File: src/rtl/acq_sched_defs.sv
// Shared definitions for the radar frame acquisition scheduler: FSM states, header magic, word layout.
// Optional build macro ACQ_SCHED_TEST_PATTERN_EN is consumed by acq_frame_scheduler.
package acq_sched_defs;

    typedef enum logic [1:0] {
        ST_IDLE       = 2'd0,
        ST_WAIT_CHIRP = 2'd1,
        ST_ACQ        = 2'd2,
        ST_NEXT       = 2'd3
    } state_e;

    localparam logic [7:0] HDR_MAGIC = 8'hA5;

    localparam int IDX_W = 5;
    localparam int FRM_W = 16;
    localparam int CNT_W = 13;
    localparam int SMP_W = 13;

    localparam int HDR_MAGIC_LSB = 24;
    localparam int HDR_IDX_LSB   = 16;
    localparam int HDR_FRM_LSB   = 0;
    localparam int SMP_IDX_LSB   = 26;
    localparam int SMP_CNT_LSB   = 13;
    localparam int SMP_DAT_LSB   = 0;

    function automatic logic [31:0] hdr_word(input logic [IDX_W-1:0] idx,
                                             input logic [FRM_W-1:0] frm);
        logic [31:0] w;
        w = '0;
        w[HDR_MAGIC_LSB +: 8]   = HDR_MAGIC;
        w[HDR_IDX_LSB +: IDX_W] = idx;
        w[HDR_FRM_LSB +: FRM_W] = frm;
        return w;
    endfunction

    // Bit 31 stays 0 so sample words can never alias the 0xA5 header magic.
    function automatic logic [31:0] smp_word(input logic [IDX_W-1:0] idx,
                                             input logic [CNT_W-1:0] cnt,
                                             input logic [SMP_W-1:0] dat);
        logic [31:0] w;
        w = '0;
        w[SMP_IDX_LSB +: IDX_W] = idx;
        w[SMP_CNT_LSB +: CNT_W] = cnt;
        w[SMP_DAT_LSB +: SMP_W] = dat;
        return w;
    endfunction

endpackage

File: src/rtl/acq_pkt_pacer.sv
// Counts FIFO words into UDP payloads and paces tx_start pulses with a minimum holdoff.
// Latency: tx_start_o is combinational on the pending count; it waits while tx_busy_i or holdoff is active.
module acq_pkt_pacer #(
    parameter int WORDS_PER_PKT  = 34,
    parameter int HOLDOFF_CYCLES = 16
) (
    input  logic clk,
    input  logic rst_n,
    input  logic word_wr_i,
    input  logic tx_busy_i,
    output logic tx_start_o
);
    localparam int WC_W = (WORDS_PER_PKT > 1) ? $clog2(WORDS_PER_PKT) : 1;
    localparam int HO_W = (HOLDOFF_CYCLES > 0) ? $clog2(HOLDOFF_CYCLES + 1) : 1;
    localparam logic [WC_W-1:0] WC_LAST = WC_W'(WORDS_PER_PKT - 1);
    localparam logic [HO_W-1:0] HO_LOAD = HO_W'(HOLDOFF_CYCLES);

    logic [WC_W-1:0] word_cnt_q, word_cnt_d;
    logic [7:0]      pkt_pend_q, pkt_pend_d;
    logic [HO_W-1:0] holdoff_q, holdoff_d;
    logic            pkt_inc;
    logic            fire;

    assign fire       = (pkt_pend_q != 8'd0) && !tx_busy_i && (holdoff_q == '0);
    assign tx_start_o = fire;

    always_comb begin
        word_cnt_d = word_cnt_q;
        pkt_inc    = 1'b0;
        if (word_wr_i) begin
            if (word_cnt_q == WC_LAST) begin
                word_cnt_d = '0;
                pkt_inc    = 1'b1;
            end else begin
                word_cnt_d = word_cnt_q + WC_W'(1);
            end
        end

        pkt_pend_d = pkt_pend_q;
        if (pkt_inc && !fire && (pkt_pend_q != 8'hFF)) begin
            pkt_pend_d = pkt_pend_q + 8'd1;
        end else if (fire && !pkt_inc) begin
            pkt_pend_d = pkt_pend_q - 8'd1;
        end

        holdoff_d = holdoff_q;
        if (fire) begin
            holdoff_d = HO_LOAD;
        end else if (holdoff_q != '0) begin
            holdoff_d = holdoff_q - HO_W'(1);
        end
    end

    always_ff @(posedge clk or negedge rst_n) begin
        if (!rst_n) begin
            word_cnt_q <= '0;
            pkt_pend_q <= '0;
            holdoff_q  <= '0;
        end else begin
            word_cnt_q <= word_cnt_d;
            pkt_pend_q <= pkt_pend_d;
            holdoff_q  <= holdoff_d;
        end
    end

endmodule

File: src/rtl/acq_frame_scheduler.sv
// Sequences one radar frame: chirp-gated sample capture, header/sample word formatting, FIFO writes.
// Writes land 1 cycle after the accepting event; fifo_full_i drops the word (sticky overflow_o).
// Build macro ACQ_SCHED_TEST_PATTERN_EN replaces sample_i with an internal ramp counter.
module acq_frame_scheduler
    import acq_sched_defs::*;
#(
    parameter int SAMPLES_PER_CHIRP = 256,
    parameter int WORDS_PER_PKT     = 34,
    parameter int HOLDOFF_CYCLES    = 16
) (
    input  logic        clk,
    input  logic        rst_n,
    input  logic        arm_i,
    input  logic        chirp_start_i,
    input  logic [4:0]  chirp_num_i,
    input  logic        sample_valid_i,
    input  logic [12:0] sample_i,
    input  logic        fifo_full_i,
    input  logic        tx_busy_i,
    output logic        ad_en_o,
    output logic        fifo_wr_en_o,
    output logic [31:0] fifo_din_o,
    output logic        tx_start_o,
    output logic        frame_done_o,
    output logic        overflow_o,
    output logic        chirp_miss_o
);
    localparam logic [CNT_W-1:0] SPC_LAST = CNT_W'(SAMPLES_PER_CHIRP - 1);

    state_e             state_q, state_d;
    logic [IDX_W-1:0]   chirp_idx_q, chirp_idx_d;
    logic [FRM_W-1:0]   frame_cnt_q, frame_cnt_d;
    logic [CNT_W-1:0]   sample_cnt_q, sample_cnt_d;
    logic               ad_en_q, ad_en_d;
    logic               wr_en_q, wr_en_d;
    logic [31:0]        din_q, din_d;
    logic               frame_done_q, frame_done_d;
    logic               overflow_q, overflow_d;
    logic               chirp_miss_q, chirp_miss_d;

    logic               wr_req;
    logic [31:0]        wr_word;
    logic [IDX_W-1:0]   last_idx;
    logic               smp_take;
    logic [SMP_W-1:0]   smp_src;

    assign last_idx = (chirp_num_i == 5'd0) ? 5'd0 : (chirp_num_i - 5'd1);
    assign smp_take = (state_q == ST_ACQ) && sample_valid_i;

`ifdef ACQ_SCHED_TEST_PATTERN_EN
    // Ramp runs across chirps and frames so dropped or misplaced samples show up as gaps.
    logic [SMP_W-1:0] tp_cnt_q, tp_cnt_d;

    always_comb begin
        tp_cnt_d = tp_cnt_q;
        if (smp_take) begin
            tp_cnt_d = tp_cnt_q + SMP_W'(1);
        end
    end

    always_ff @(posedge clk or negedge rst_n) begin
        if (!rst_n) begin
            tp_cnt_q <= '0;
        end else begin
            tp_cnt_q <= tp_cnt_d;
        end
    end

    assign smp_src = tp_cnt_q;
`else
    assign smp_src = sample_i;
`endif

    always_comb begin
        state_d      = state_q;
        chirp_idx_d  = chirp_idx_q;
        frame_cnt_d  = frame_cnt_q;
        sample_cnt_d = sample_cnt_q;
        wr_en_d      = 1'b0;
        din_d        = din_q;
        frame_done_d = 1'b0;
        overflow_d   = overflow_q;
        chirp_miss_d = chirp_miss_q;
        ad_en_d      = (state_q == ST_ACQ) && !fifo_full_i;
        wr_req       = 1'b0;
        wr_word      = '0;

        case (state_q)
            ST_IDLE: begin
                if (arm_i) begin
                    state_d = ST_WAIT_CHIRP;
                end
            end
            ST_WAIT_CHIRP: begin
                if (!arm_i) begin
                    state_d = ST_IDLE;
                end else if (chirp_start_i) begin
                    state_d      = ST_ACQ;
                    sample_cnt_d = '0;
                    wr_req       = 1'b1;
                    wr_word      = hdr_word(chirp_idx_q, frame_cnt_q);
                end
            end
            ST_ACQ: begin
                if (chirp_start_i) begin
                    chirp_miss_d = 1'b1;
                end
                if (sample_valid_i) begin
                    wr_req  = 1'b1;
                    wr_word = smp_word(chirp_idx_q, sample_cnt_q, smp_src);
                    if (sample_cnt_q == SPC_LAST) begin
                        sample_cnt_d = '0;
                        state_d      = ST_NEXT;
                    end else begin
                        sample_cnt_d = sample_cnt_q + CNT_W'(1);
                    end
                end
            end
            ST_NEXT: begin
                // >= guards against chirp_num_i being lowered mid-frame.
                if (chirp_idx_q >= last_idx) begin
                    frame_done_d = 1'b1;
                    frame_cnt_d  = frame_cnt_q + 16'd1;
                    chirp_idx_d  = '0;
                end else begin
                    chirp_idx_d = chirp_idx_q + 5'd1;
                end
                state_d = arm_i ? ST_WAIT_CHIRP : ST_IDLE;
            end
            default: state_d = ST_IDLE;
        endcase

        if (wr_req) begin
            if (fifo_full_i) begin
                overflow_d = 1'b1;
            end else begin
                wr_en_d = 1'b1;
                din_d   = wr_word;
            end
        end
    end

    always_ff @(posedge clk or negedge rst_n) begin
        if (!rst_n) begin
            state_q      <= ST_IDLE;
            chirp_idx_q  <= '0;
            frame_cnt_q  <= '0;
            sample_cnt_q <= '0;
            ad_en_q      <= 1'b0;
            wr_en_q      <= 1'b0;
            din_q        <= '0;
            frame_done_q <= 1'b0;
            overflow_q   <= 1'b0;
            chirp_miss_q <= 1'b0;
        end else begin
            state_q      <= state_d;
            chirp_idx_q  <= chirp_idx_d;
            frame_cnt_q  <= frame_cnt_d;
            sample_cnt_q <= sample_cnt_d;
            ad_en_q      <= ad_en_d;
            wr_en_q      <= wr_en_d;
            din_q        <= din_d;
            frame_done_q <= frame_done_d;
            overflow_q   <= overflow_d;
            chirp_miss_q <= chirp_miss_d;
        end
    end

    acq_pkt_pacer #(
        .WORDS_PER_PKT  (WORDS_PER_PKT),
        .HOLDOFF_CYCLES (HOLDOFF_CYCLES)
    ) u_pacer (
        .clk        (clk),
        .rst_n      (rst_n),
        .word_wr_i  (wr_en_q),
        .tx_busy_i  (tx_busy_i),
        .tx_start_o (tx_start_o)
    );

    assign ad_en_o      = ad_en_q;
    assign fifo_wr_en_o = wr_en_q;
    assign fifo_din_o   = din_q;
    assign frame_done_o = frame_done_q;
    assign overflow_o   = overflow_q;
    assign chirp_miss_o = chirp_miss_q;

endmodule

File: config.mk
export PLATFORM = sky130hd
export DESIGN_NAME = acq_frame_scheduler
export DESIGN_NICKNAME = d
export VERILOG_FILES = /design/src/rtl/acq_sched_defs.sv /design/src/rtl/acq_pkt_pacer.sv /design/src/rtl/acq_frame_scheduler.sv
export SDC_FILE = /design/constraint.sdc
export NUM_CORES = 1
export LEC_CHECK = 0
export ABC_CLOCK_PERIOD_IN_PS = 3300
export BUFFER_PORTS_ARGS = -buffer_cell sky130_fd_sc_hd__buf_2
export CAP_MARGIN = 20
export CORE_AREA = 4 4 108 110
export CTS_CLUSTER_DIAMETER = 80
export DETAILED_ROUTE_END_ITERATION = 10
export DIE_AREA = 0 0 112 114
export PLACE_DENSITY = 0.63
export SLEW_MARGIN = 20
export SYNTH_ARGS = -nofsm -noshare
export SYNTH_HDL_FRONTEND = slang
export SYNTH_SLANG_ARGS = --single-unit
File: constraint.sdc
create_clock -name clk -period 3.3 [get_ports clk]
set_input_delay 0.165 -clock clk [delete_from_list [all_inputs] [get_ports clk]]
set_output_delay 0.165 -clock clk [all_outputs]
set_load 0.05 [all_outputs]
== Yosys cells after proc, flatten, opt, wreduce, memory -nomap -nowiden ==
Index checks and enable logic that the tools add are counted.
Storage, ports and cells
  ROM bits: 0
  memories: 0
  latch bits: 0
  word-level logic and storage cells: 92
  RAM bits: 0
  flip-flop bits (word level): 92
Cells by class
  bitwise gates (word level): 1
  div/mod/pow operators: 0
  equality and inequality tests: 12
  shifts and indexed selects: 0
  $add $sub $neg: 8
  multipliers: 0
  reductions and logical operators: 24
  $lt $le $gt $ge: 1
  muxes and demuxes: 33
Operators with widths (count)
  $mux W32: 2
  $pmux W32 S2: 1
  $mux W13: 4
  $mux W31: 1
  $pmux W13 S2: 1
  $mux W5: 4
  $add A16 B1 Y16 const B: 1
  $mux W8: 2
  $add A13 B1 Y13 const B: 1
  $eq A13 B8 Y1 const B: 1
  $logic_not A5 Y1: 2
  $mux W1: 10
  $mux W2: 5
  $sub A5 B1 Y5 const B: 2
  $add A8 B1 Y8 const B: 1
  $ne A2 B2 Y1 const B: 4
  $ne A8 B8 Y1 const B: 1
  $pmux W2 S4: 1
  $reduce_and A2 Y1: 4
  $reduce_and A4 Y1: 2
  $reduce_bool A8 Y1: 1
  $sub A8 B1 Y8 const B: 1
  $add A6 B1 Y6 const B: 1
  $eq A6 B6 Y1 const B: 1
  14 further kinds: 25

== Logic depth before layout (Yosys ltp) ==
  depth after elaboration: 7
  depth in mapped cells: 13

== Hierarchy ==
From an unflattened synthesis, not the netlist that was laid out.
Unflattened totals
  cells, all modules: 479
  area total of the unflattened synthesis: 4780.8 µm²
Modules (own cells, without submodules)
  acq_frame_scheduler: instances 1, cells each 373, area an instance 3590.9 µm², seq. area each 1826.8 µm²
  acq_pkt_pacer: instances 1, cells each 106, area an instance 1189.9 µm², seq. area each 475.5 µm²

== Worst setup path before layout ==
No wires, ideal clock.
  kind: reg2reg
  from: register u_pacer.holdoff_q[0]
  to: register u_pacer.pkt_pend_q[6]
  arrival time: 3.273 ns
  period minus slack after synthesis: 3.393 ns
  stages on the path, launching flop included: 12
  library setup time: 0.120 ns
  setup slack: -0.093 ns
  cell sequence: dfrtp_1 -> inv_1 -> ha_1 -> or4b_4 -> a211oi_4 -> or2_2 -> ha_1 -> nor2b_1 -> o31a_1 -> o21a_1 -> or3_1 -> a31o_2
On the way
  cells in the longest elaborated chain, start to end: 6
  elaborated cells on any way between the ends: 8
  those cells by class: mux (1); reduce/logical (7)
Ends and longest elaborated chain
  start, declared: line acq_pkt_pacer.sv:20  | logic [HO_W-1:0] holdoff_q, holdoff_d;
  start signal, assigned: line acq_pkt_pacer.sv:62  | holdoff_q <= holdoff_d;
  $logic_not A5 Y1 (*): line acq_pkt_pacer.sv:24  | assign fire = (pkt_pend_q != 8'd0) && !tx_busy_i && (holdoff_q == '0);
  $logic_and A1 B1 Y1 (*): line acq_pkt_pacer.sv:24
  via tx_start_o: line acq_frame_scheduler.sv:23  | output logic tx_start_o,
  $logic_not A1 Y1: line acq_pkt_pacer.sv:40  | if (pkt_inc && !fire && (pkt_pend_q != 8'hFF)) begin
  $logic_and A1 B1 Y1 (2 in a row): line acq_pkt_pacer.sv:40
  $mux W8 or $reduce_bool A2 Y1 (tied branches)
  end signal, assigned: line acq_pkt_pacer.sv:61  | pkt_pend_q <= pkt_pend_d;
  end, declared: line acq_pkt_pacer.sv:19  | logic [7:0] pkt_pend_q, pkt_pend_d;
The timed path passes the listed nets; every way through them passes the cells marked *.
A chain may end at the register's enable or synchronous reset.

== Worst setup path after layout ==
  from: register u_pacer.holdoff_q[0]
  to: register u_pacer.pkt_pend_q[6]
On the way
  cells in the longest elaborated chain, start to end: 6
  elaborated cells on any way between the ends: 8
  those cells by class: mux (1); reduce/logical (7)
Ends and longest elaborated chain (line)
  $logic_not A5 Y1 (*): acq_pkt_pacer.sv:24
  $logic_and A1 B1 Y1 (*): acq_pkt_pacer.sv:24
  $logic_not A1 Y1: acq_pkt_pacer.sv:40
  $logic_and A1 B1 Y1 (2 in a row): acq_pkt_pacer.sv:40
  $mux W8 or $reduce_bool A2 Y1 (tied branches)
Every way passes the cells marked *; elsewhere a longest branch is shown, timed or not.

==> flow_summary.json <==
{
  "max_cap_viol_count": 0,
  "pre_cts_ws_ns": 0.241,
  "grt_max_degree": 59,
  "worstPathArrival_ns": 3.34,
  "cp.required_ns": 3.55,
  "vdd_drop_max_mv": 0.524,
  "finalCritPeriodShare_pct": 93.4,
  "syn_area_per_cell_um2": 9.73,
  "startpoint_type": "flip-flop",
  "fp.dieArea_mm2": 0.0128,
  "final_nets": 609,
  "rsz0062_at_grt": "false",
  "post_cts_buffers": 0,
  "clk_pin_slew_worst_paths_ns": 0.10,
  "yosysMostFrequentCell": "dfrtp_1",
  "antenna_found_initial": 0,
  "drc": 0,
  "cts_root_buf": "clkbuf_8",
  "routedWlPerCell_um": 15.2,
  "ys_types": 50,
  "wirelength_um": 10700,
  "gp_congestion": 0.840,
  "fin_total_pwr_mw": 4.88,
  "area_growth_syn_to_layout_pct": 15.6,
  "port_buffers": 62,
  "first_pass_iters": 5,
  "finalSetupViolations": 0,
  "hold_buffers": 2,
  "synth-edff-count": 0,
  "slew_headroom_pct": 50.7,
  "synth_cells": 494,
  "synth_top_area_share_pct": 47.9,
  "yosys.area.top_type": "dfrtp_1",
  "numCtsBuffers": 9,
  "post-route-min-period_ns": 3.08,
  "utilization_pct": 51.9,
  "grt_pass1_vias": 3750,
  "placed_area_mm2": 0.00530,
  "synth_area_mm2": 0.00480,
  "die_w_um": 112,
  "cts_buffer_depth": 2,
  "drtIter0Drc": 249,
  "critPathKind": "reg -> reg",
  "ios": 63,
  "cts.htree.levels": 3,
  "cellPowerDensity_mw_per_mm2": 879,
  "synth.net_count": 545,
  "drtAntennaViolNets": 0,
  "p_leak_nw": 2.62,
  "synthArstFlopShare_pct": 100,
  "coreArea_mm2": 0.0107,
  "setup_ws_ns": 0.218,
  "clock_skew_ns": 0.0111,
  "overflow": 0,
  "synth_area_leaders": "dfrtp_1 (48%), ha_1 (6.5%), nor2_1 (5.5%)",
  "avgViaCountPerCell": 5.47,
  "synthTopCellsByCount": "dfrtp_1 (92), nor2_1 (71), nand2_1 (40), xnor2_1 (26), ha_1 (25)",
  "drv_slew": 0,
  "synth-main-ff-cell": "dfrtp_1",
  "cts_tree": "yes",
  "die_h_um": 114,
  "critPathMaxFanout": 8,
  "vias": 3847,
  "clock-sinks": 92,
  "endpoint_kind": "flip-flop",
  "hold_violations": 0,
  "holdWs_ns": 0.0576,
  "hold_path.class": "in -> reg",
  "timing.fmax_mhz": 325,
  "grt_usage_pct": 17.7,
  "synth_seq_area_share_pct": 47.9,
  "clk_latency_ns": 0.37,
  "grt_pass1_wl_um": 18300,
  "yosys_warnings": 0,
  "cts_resized": 0,
  "worst_pin_slew_ns": 0.739,
  "num_antenna_cells": 0,
  "drive_above_1_share_pct": 18.1,
  "run_status": "finished, final reports clean",
  "start_util_pct": 44.9,
  "rows": 38,
  "final_area_mm2": 0.00555,
  "ys_ff_latch": 92,
  "hpwl_um": 7630
}
[power breakdown]
group | switching, mW | internal (mW) | total [mW]
Sequential | 0.329 | 1.48 | 1.81
Clock | 0.403 | 0.471 | 0.874
Combinational | 1.48 | 0.719 | 2.20
Total | 2.21 | 2.67 | 4.88
[final timing paths]
check / start / to / slack (ns) / depth (start not counted)
worst max-delay path: u_pacer.holdoff_q[0] / u_pacer.pkt_pend_q[6] / 0.22 / 11
worst min register to register: fifo_din_o[29] / fifo_din_o[29] / 0.47 / 2
worst max register to register: u_pacer.holdoff_q[0] / u_pacer.pkt_pend_q[6] / 0.22 / 11
min in group asynchronous: rst_n / u_pacer.pkt_pend_q[4] / 0.40 / 2
worst min-delay path: sample_i[5] / fifo_din_o[5] / 0.06 / 3
max in group asynchronous: rst_n / frame_cnt_q[2] / 2.15 / 3
[layout by cell type (no fill, tap or decap), types with 11 or more instances in the layout]
cell type and instances:
ha_1 24, nand4_1 18, a221oi_1 21, nand2_1 40, inv_1 22, nor2_1 71
and3_1 12, dfrtp_1 92, clkbuf_8 11, nand3_1 19, buf_2 61, o21ai_0 17
a21oi_1 16, buf_4 13, xnor2_1 26
[per-stage QoR]
step	std cells	TNS, ns
floorplan	494	-0.0595
global route	703	0
global placement	685	0
detailed placement	685	0
finish	703	0
CTS	703	0
[area by class of cell]
cell class              instances  area [um2]
multi-input cells             357        2340
clock buffers                  11         151
inverters                      22        82.6
fillers                      1020        5140
clock inverters                 5        82.6
repair buffers                 76         423
well taps                     140         175
flip-flops and latches         92        2300
[kinds of logic after synthesis]
logic type               Yosys count  share of synthesized area, %
flip-flops                        92                          47.9
adder cells (fa/ha/maj)           26                          6.93
AO/OA/AOI/OAI                     90                          13.3
buffers and inverters             45                          3.75
AND/OR/NAND/NOR                  199                          20.0
multiplexers                       9                          2.11
XOR/XNOR                          33                          6.02
[registers in the layout (all words and copies together), names as in the netlist, 5 cells and up, named ones only]
name                flops
fifo_din_o             32
frame_cnt_q            16
u_pacer.word_cnt_q      6
sample_cnt_q           13
chirp_idx_q             5
u_pacer.holdoff_q       5
u_pacer.pkt_pend_q      8
[critical path, stage by stage, from the launching register on]
cell and delay (ns):
dfrtp_1 0.42, inv_1 0.09, ha_1 0.16, or4b_4 0.50
a211oi_4 0.25, or2_4 0.22, ha_4 0.22, nor2b_1 0.14
o31a_1 0.25, o21a_1 0.18, or3_1 0.30, a31o_2 0.24
[per-layer routing]
layer / GRT usage (%) / routed length (um)
met1: 23.7 / 4790
met2: 28.4 / 5060
met3: 4.46 / 672
met4: 5.77 / 157
met5: 0 / 0
Note: power is estimated with default switching activity, not from simulation.
